**config.mk**
```make
export PLATFORM = sky130hd
export DESIGN_NAME = uart_tx
export DESIGN_NICKNAME = d
export VERILOG_FILES = /design/src/rtl/uart_pkg.sv /design/src/rtl/uart_tx_fifo.sv /design/src/rtl/uart_tx.sv
export SDC_FILE = /design/constraint.sdc
export NUM_CORES = 1
export LEC_CHECK = 0
export BUFFER_PORTS_ARGS = -buffer_cell sky130_fd_sc_hd__buf_2
export CAP_MARGIN = 20
export CORE_UTILIZATION = 40
export DETAILED_ROUTE_END_ITERATION = 8
export PLACE_DENSITY_LB_ADDON = 0.15
export SYNTH_ARGS = -nofsm -noshare
export SYNTH_HDL_FRONTEND = slang
export SYNTH_HIERARCHICAL = 1
export SYNTH_SLANG_ARGS = --single-unit
```
**constraint.sdc**
```tcl
create_clock -name clock -period 3.05 [get_ports clock]
set_clock_uncertainty 0.15 [all_clocks]
set_input_delay 0.61 -clock clock [delete_from_list [all_inputs] [get_ports clock]]
set_output_delay 0.61 -clock clock [all_outputs]
set_load 0.01 [all_outputs]
```
**src/rtl/uart_pkg.sv**
```systemverilog
// Shared UART definitions: transmitter/receiver state encodings and line levels.
// Parity helper is used by uart_tx only when UART_TX_PARITY_EN is defined.
package uart_pkg;

  typedef enum logic [2:0] {
    STATE_IDLE   = 3'd0,
    STATE_START  = 3'd1,
    STATE_DATA   = 3'd2,
    STATE_PARITY = 3'd3,
    STATE_STOP   = 3'd4
  } tx_state_e;

  typedef enum logic [2:0] {
    RX_STATE_IDLE   = 3'd0,
    RX_STATE_START  = 3'd1,
    RX_STATE_DATA   = 3'd2,
    RX_STATE_PARITY = 3'd3,
    RX_STATE_STOP   = 3'd4
  } rx_state_e;

  localparam logic UART_IDLE_LEVEL = 1'b1;

  // Even parity: the parity bit makes the total count of ones even.
  function automatic logic calc_parity(input logic [7:0] data);
    return ^data;
  endfunction

endpackage

```
**src/rtl/uart_tx_fifo.sv**
```systemverilog
// Synchronous byte FIFO with first-word fall-through read data.
// DEPTH must be a power of 2 so the pointers wrap naturally.
module uart_tx_fifo #(
  parameter int DEPTH = 4
) (
  input  logic       clock,
  input  logic       reset_n,
  input  logic       wr_en,
  input  logic [7:0] wr_data,
  input  logic       rd_en,
  output logic [7:0] rd_data,
  output logic       full,
  output logic       empty
);

  localparam int AW = $clog2(DEPTH);

  logic [7:0]    mem_q [DEPTH];
  logic [7:0]    mem_d [DEPTH];
  logic [AW-1:0] wr_ptr_q, wr_ptr_d;
  logic [AW-1:0] rd_ptr_q, rd_ptr_d;
  logic [AW:0]   count_q, count_d;

  always_comb begin
    mem_d    = mem_q;
    wr_ptr_d = wr_ptr_q;
    rd_ptr_d = rd_ptr_q;
    count_d  = count_q;
    if (wr_en) begin
      mem_d[wr_ptr_q] = wr_data;
      wr_ptr_d        = wr_ptr_q + AW'(1);
    end
    if (rd_en) begin
      rd_ptr_d = rd_ptr_q + AW'(1);
    end
    case ({wr_en, rd_en})
      2'b10:   count_d = count_q + (AW+1)'(1);
      2'b01:   count_d = count_q - (AW+1)'(1);
      default: count_d = count_q;
    endcase
  end

  always_ff @(posedge clock) begin
    mem_q <= mem_d;
  end

  always_ff @(posedge clock or negedge reset_n) begin
    if (!reset_n) begin
      wr_ptr_q <= '0;
      rd_ptr_q <= '0;
      count_q  <= '0;
    end else begin
      wr_ptr_q <= wr_ptr_d;
      rd_ptr_q <= rd_ptr_d;
      count_q  <= count_d;
    end
  end

  assign rd_data = mem_q[rd_ptr_q];
  assign full    = (count_q == (AW+1)'(DEPTH));
  assign empty   = (count_q == '0);

endmodule

```
**src/rtl/uart_tx.sv**
```systemverilog
// UART transmitter: byte FIFO feeding an MSB-first start/data/stop serialiser.
// Define UART_TX_PARITY_EN to insert an even-parity bit after the data bits.
module uart_tx
  import uart_pkg::*;
#(
  parameter int CLOCKS_PER_BIT = 8,
  parameter int STOP_BITS      = 1,
  parameter int FIFO_DEPTH     = 4
) (
  input  logic       clock,
  input  logic       reset_n,
  input  logic [7:0] byte_out,
  input  logic       byte_valid,
  output logic       byte_ready,
  output logic       uart_data,
  output logic       busy
);

  localparam int CW = $clog2(CLOCKS_PER_BIT);

  tx_state_e     state_q, state_d;
  logic [CW-1:0] bit_cnt_q, bit_cnt_d;
  logic [2:0]    bit_idx_q, bit_idx_d;
  logic [7:0]    shift_q, shift_d;
  logic          uart_data_q, uart_data_d;
`ifdef UART_TX_PARITY_EN
  logic          parity_q, parity_d;
`endif

  logic       fifo_push, fifo_pop, fifo_full, fifo_empty, load;
  logic [7:0] fifo_data;
  logic       last_tick;

  assign fifo_push = byte_valid && !fifo_full;
  assign last_tick = (bit_cnt_q == CW'(CLOCKS_PER_BIT - 1));

  uart_tx_fifo #(
    .DEPTH (FIFO_DEPTH)
  ) u_fifo (
    .clock   (clock),
    .reset_n (reset_n),
    .wr_en   (fifo_push),
    .wr_data (byte_out),
    .rd_en   (fifo_pop),
    .rd_data (fifo_data),
    .full    (fifo_full),
    .empty   (fifo_empty)
  );

  // The line level is computed from the current state and registered, so the
  // pin lags the state by one cycle and has no path from any input.
  always_comb begin
    state_d     = state_q;
    bit_cnt_d   = bit_cnt_q;
    bit_idx_d   = bit_idx_q;
    shift_d     = shift_q;
    uart_data_d = UART_IDLE_LEVEL;
    fifo_pop    = 1'b0;
    load        = 1'b0;
`ifdef UART_TX_PARITY_EN
    parity_d    = parity_q;
`endif
    if (state_q != STATE_IDLE) begin
      bit_cnt_d = last_tick ? '0 : bit_cnt_q + CW'(1);
    end
    case (state_q)
      STATE_IDLE: begin
        load = !fifo_empty;
      end
      STATE_START: begin
        uart_data_d = 1'b0;
        if (last_tick) begin
          bit_idx_d = '0;
          state_d   = STATE_DATA;
        end
      end
      STATE_DATA: begin
        uart_data_d = shift_q[7];
        if (last_tick) begin
          shift_d   = {shift_q[6:0], 1'b0};
          bit_idx_d = bit_idx_q + 3'd1;
          if (bit_idx_q == 3'd7) begin
`ifdef UART_TX_PARITY_EN
            state_d = STATE_PARITY;
`else
            state_d = STATE_STOP;
`endif
          end
        end
      end
`ifdef UART_TX_PARITY_EN
      STATE_PARITY: begin
        uart_data_d = parity_q;
        if (last_tick) begin
          bit_idx_d = '0;
          state_d   = STATE_STOP;
        end
      end
`endif
      STATE_STOP: begin
        if (last_tick) begin
          if (bit_idx_q == 3'(STOP_BITS - 1)) begin
            bit_idx_d = '0;
            state_d   = STATE_IDLE;
            load      = !fifo_empty;
          end else begin
            bit_idx_d = bit_idx_q + 3'd1;
          end
        end
      end
      default: state_d = STATE_IDLE;
    endcase
    // Shared by IDLE and the end of STOP so queued frames follow with no gap.
    if (load) begin
      fifo_pop  = 1'b1;
      shift_d   = fifo_data;
      bit_cnt_d = '0;
      state_d   = STATE_START;
`ifdef UART_TX_PARITY_EN
      parity_d  = calc_parity(fifo_data);
`endif
    end
  end

  always_ff @(posedge clock or negedge reset_n) begin
    if (!reset_n) begin
      state_q     <= STATE_IDLE;
      bit_cnt_q   <= '0;
      bit_idx_q   <= '0;
      shift_q     <= '0;
      uart_data_q <= UART_IDLE_LEVEL;
`ifdef UART_TX_PARITY_EN
      parity_q    <= 1'b0;
`endif
    end else begin
      state_q     <= state_d;
      bit_cnt_q   <= bit_cnt_d;
      bit_idx_q   <= bit_idx_d;
      shift_q     <= shift_d;
      uart_data_q <= uart_data_d;
`ifdef UART_TX_PARITY_EN
      parity_q    <= parity_d;
`endif
    end
  end

  assign uart_data  = uart_data_q;
  assign byte_ready = !fifo_full;
  assign busy       = (state_q != STATE_IDLE) || !fifo_empty;

endmodule

```
==> flow_metrics.tcl <==
set metrics [dict create \
    drv_cap 0 \
    route.vias.total 1396 \
    finalPower_uw 2580 \
    cts.path.max_buffers 2 \
    p_per_area_nw_per_um2 899 \
    firstDrtPassIters 6 \
    cts.sinks 57 \
    fillers 550 \
    setup_viol 0 \
    status "completed" \
    cp_top_family "adder cells" \
    antenna_found_initial 0 \
    fin_crit_sh_pct 89.4 \
    register_area_um2 1590 \
    syn_area_um2 2540 \
    num_antenna_cells 0 \
    syn2layout_area_growth_pct 13.2 \
    holdWs_ns 0.124 \
    slowest_stage "dfrtp_1" \
    numCtsBuffers 9 \
    pre_cts_slack_ns 0.371 \
    syn_area_per_cell_um2 14.2 \
    grt_overflow 0 \
    htreeDepth 3 \
    setup_ws_ns 0.324 \
    die-area_um2 6670 \
    cts_hold_buf 0 \
    cp_cell_sequence "ha_1, ha_1, and4bb_1, a31oi_4, inv_1, ha_1, inv_1, fa_1, xor2_1, nor2_1, xor2_1" \
    cp_num_buf_inv 2 \
    clockRootBuffer "clkbuf_8" \
    drv_slew 0 \
    tightest_slew_ns 0.596 \
    dp_hpwl_um 2780 \
    path_max_fanout 9 \
    port-buffer-count 13 \
    cts_resized 0 \
    p_leak_uw 0.00112 \
    clk_pin_slew_ns 0.07 \
    rows 28 \
    cp.required_ns 3.15 \
    grt_pass1_vias 1460 \
    chipHeight_um 81.6 \
    grt_usage_pct 15.3 \
    ys_warn_count 6 \
    worstSetupPathType "reg -> reg" \
    max_slew_margin_pct 60.2 \
    cp-start-kind "register" \
    layout.nets 221 \
    r2r_slack_ns 0.32 \
    core_area_um2 6030 \
    tns_ns 0 \
    timing.rr.start "bit_cnt_q[0]$_DFFE_PN0P_" \
    min_period_ns 2.73 \
    clock_latency_ns 0.33 \
    hold_path_class "in -> async" \
    netlist-cell-type-count 37 \
    rsz0062_at_grt "no" \
    grt_max_degree 26 \
    ios 14 \
    grt_pass1_wl_um 7150 \
    ir_drop_uv 395 \
    finalHoldViolCount 0 \
    cp-end-kind "register" \
    layout-drive-gt1-share_pct 21.6 \
    multiInputGateArea_um2 862 \
    clock.fmax_mhz 367 \
    syn_inst 179 \
    ys_seq_area_share_pct 62.6 \
    cts_tree "yes" \
    cts_setup_buffers 0 \
    syn_nets 201 \
    crit_top_cell "ha_1" \
    wirelength_um 4150 \
    dr.first_iter.drc_count 61 \
    antenna_left 0 \
    die_w_um 81.6 \
    worstPathArrival_ns 2.82 \
    gp_congestion 0.758 \
    vias_per_cell 5.00 \
    drc_errors 0 \
    start_util_pct 42.1 \
    wl_per_cell_um 14.9 \
    slowest_delay_ns 0.37 \
    rr_worst_depth 11 \
    synth_seq_cells 57 \
    r2r_end "u_fifo/count_q[2]$_DFFE_PN0P_" \
]
==> stage by stage <==
| stage | area [um2] | std cells | util, % |
|---|---|---|---|
| after detailed placement | 2680 | 263 | 44.4 |
| after floorplan | 2540 | 179 | - |
| final | 2870 | 279 | 47.7 |
| after global placement | 2680 | 263 | 44.4 |
| after global routing | 2870 | 279 | 47.7 |
| after CTS | 2870 | 279 | 47.7 |
==> state kept, by name (all words and copies together), names as in the netlist <==
signal and count:
u_fifo/mem_q 32, shift_q 8, bit_cnt_q 3, bit_idx_q 3
state_q 3, u_fifo/count_q 3, u_fifo/rd_ptr_q 2, u_fifo/wr_ptr_q 2
uart_data 1
==> power breakdown <==
group          internal [uW]  switching (uW)  leakage (uW)  total (uW)
sequential              1050             172      0.000590        1230
combinational            333             341      0.000443         674
clock                    375             307     0.0000912         681
total                   1760             820       0.00112        2580
==> cell usage after synthesis, drive strengths merged <==
master,count,area share (%)
a22o,2,0.69
nand2b,3,0.74
and4bb,1,0.49
and2,4,0.99
and2b,1,0.30
dfrtp,24,24
dfstp,1,1.0
buf,6,1.5
fa,1,0.79
mux4,8,7.1
a211oi,1,0.30
a21oi,12,2.4
nor2b,5,1.2
xnor2,2,0.69
xor2,4,1.4
o21ai,6,1.2
mux2,1,0.44
o21bai,1,0.30
nand2,6,0.89
or3,1,0.25
o311ai,1,0.35
edfxtp,32,38
nand3,3,0.59
nand3b,1,0.30
nor3,2,0.39
clkbuf,1,0.15
and3,2,0.49
mux2i,8,3.2
ha,10,4.9
a31oi,2,1.1
nor2,14,2.1
inv,12,1.8
nor4,1,0.49
==> per-layer routing <==
| layer | vias to the layer above | routed length [um] | global-route usage, % |
|---|---|---|---|
| li1 | 685 | - | - |
| met3 | 5 | 152 | 5.00 |
| met4 | 0 | 34 | 7.37 |
| met5 | - | 0 | 0 |
| met2 | 31 | 2030 | 23.8 |
| met1 | 675 | 1930 | 19.1 |
==> kinds of logic (layout without fill, tap and decap cells) <==
group	Yosys count	count (layout)	synth area share, %
simple gates	44	44	9.22
fa+ha+maj	11	11	5.72
mux	17	17	10.7
xor+xnor	6	6	2.07
compound gates	25	25	6.26
flops	57	57	62.6
buf+inv	19	44	3.45
==> how the worst max path moves through the flow <==
stage | depth (start not counted) | startpoint | end
after floorplan | 13 | bit_cnt_q[0]$_DFFE_PN0P_ | u_fifo/count_q[2]$_DFFE_PN0P_
after global placement | 11 | bit_cnt_q[0]$_DFFE_PN0P_ | u_fifo/count_q[2]$_DFFE_PN0P_
after detailed placement | 11 | bit_cnt_q[0]$_DFFE_PN0P_ | u_fifo/count_q[2]$_DFFE_PN0P_
after CTS | 11 | bit_cnt_q[0]$_DFFE_PN0P_ | u_fifo/count_q[2]$_DFFE_PN0P_
after global routing | 11 | bit_cnt_q[0]$_DFFE_PN0P_ | u_fifo/count_q[2]$_DFFE_PN0P_
final | 11 | bit_cnt_q[0]$_DFFE_PN0P_ | u_fifo/count_q[2]$_DFFE_PN0P_
==> cell type report <==
type / count / area share, %
clock buffer: 9 / 4.31
clock inverter: 7 / 2.48
inverter: 12 / 1.57
multi-input combinational: 103 / 30.0
sequential: 57 / 55.3
tap: 75 / 3.27
timing repair buffer: 16 / 3.05
==> cells in the final DEF (no fill, tap or decap), drive strengths merged <==
master,synthesis,routed
nand3,3,3
and4bb,1,1
and3,2,2
mux2i,8,8
o311ai,1,1
mux4,8,8
clkinvlp,0,3
clkinv,0,3
nor3,2,2
edfxtp,32,32
ha,10,10
a21oi,12,12
inv,12,12
nand3b,1,1
a22o,2,2
xnor2,2,2
clkbuf,1,9
fa,1,1
dfstp,1,1
nand2,6,6
mux2,1,1
a31oi,2,2
o21ai,6,6
xor2,4,4
buf,6,16
or3,1,1
dfrtp,24,24
and2b,1,1
nor4,1,1
nor2b,5,5
bufinv,0,1
nor2,14,14
a211oi,1,1
nand2b,3,3
and2,4,4
o21bai,1,1
Power figures use the tool's default switching activity.
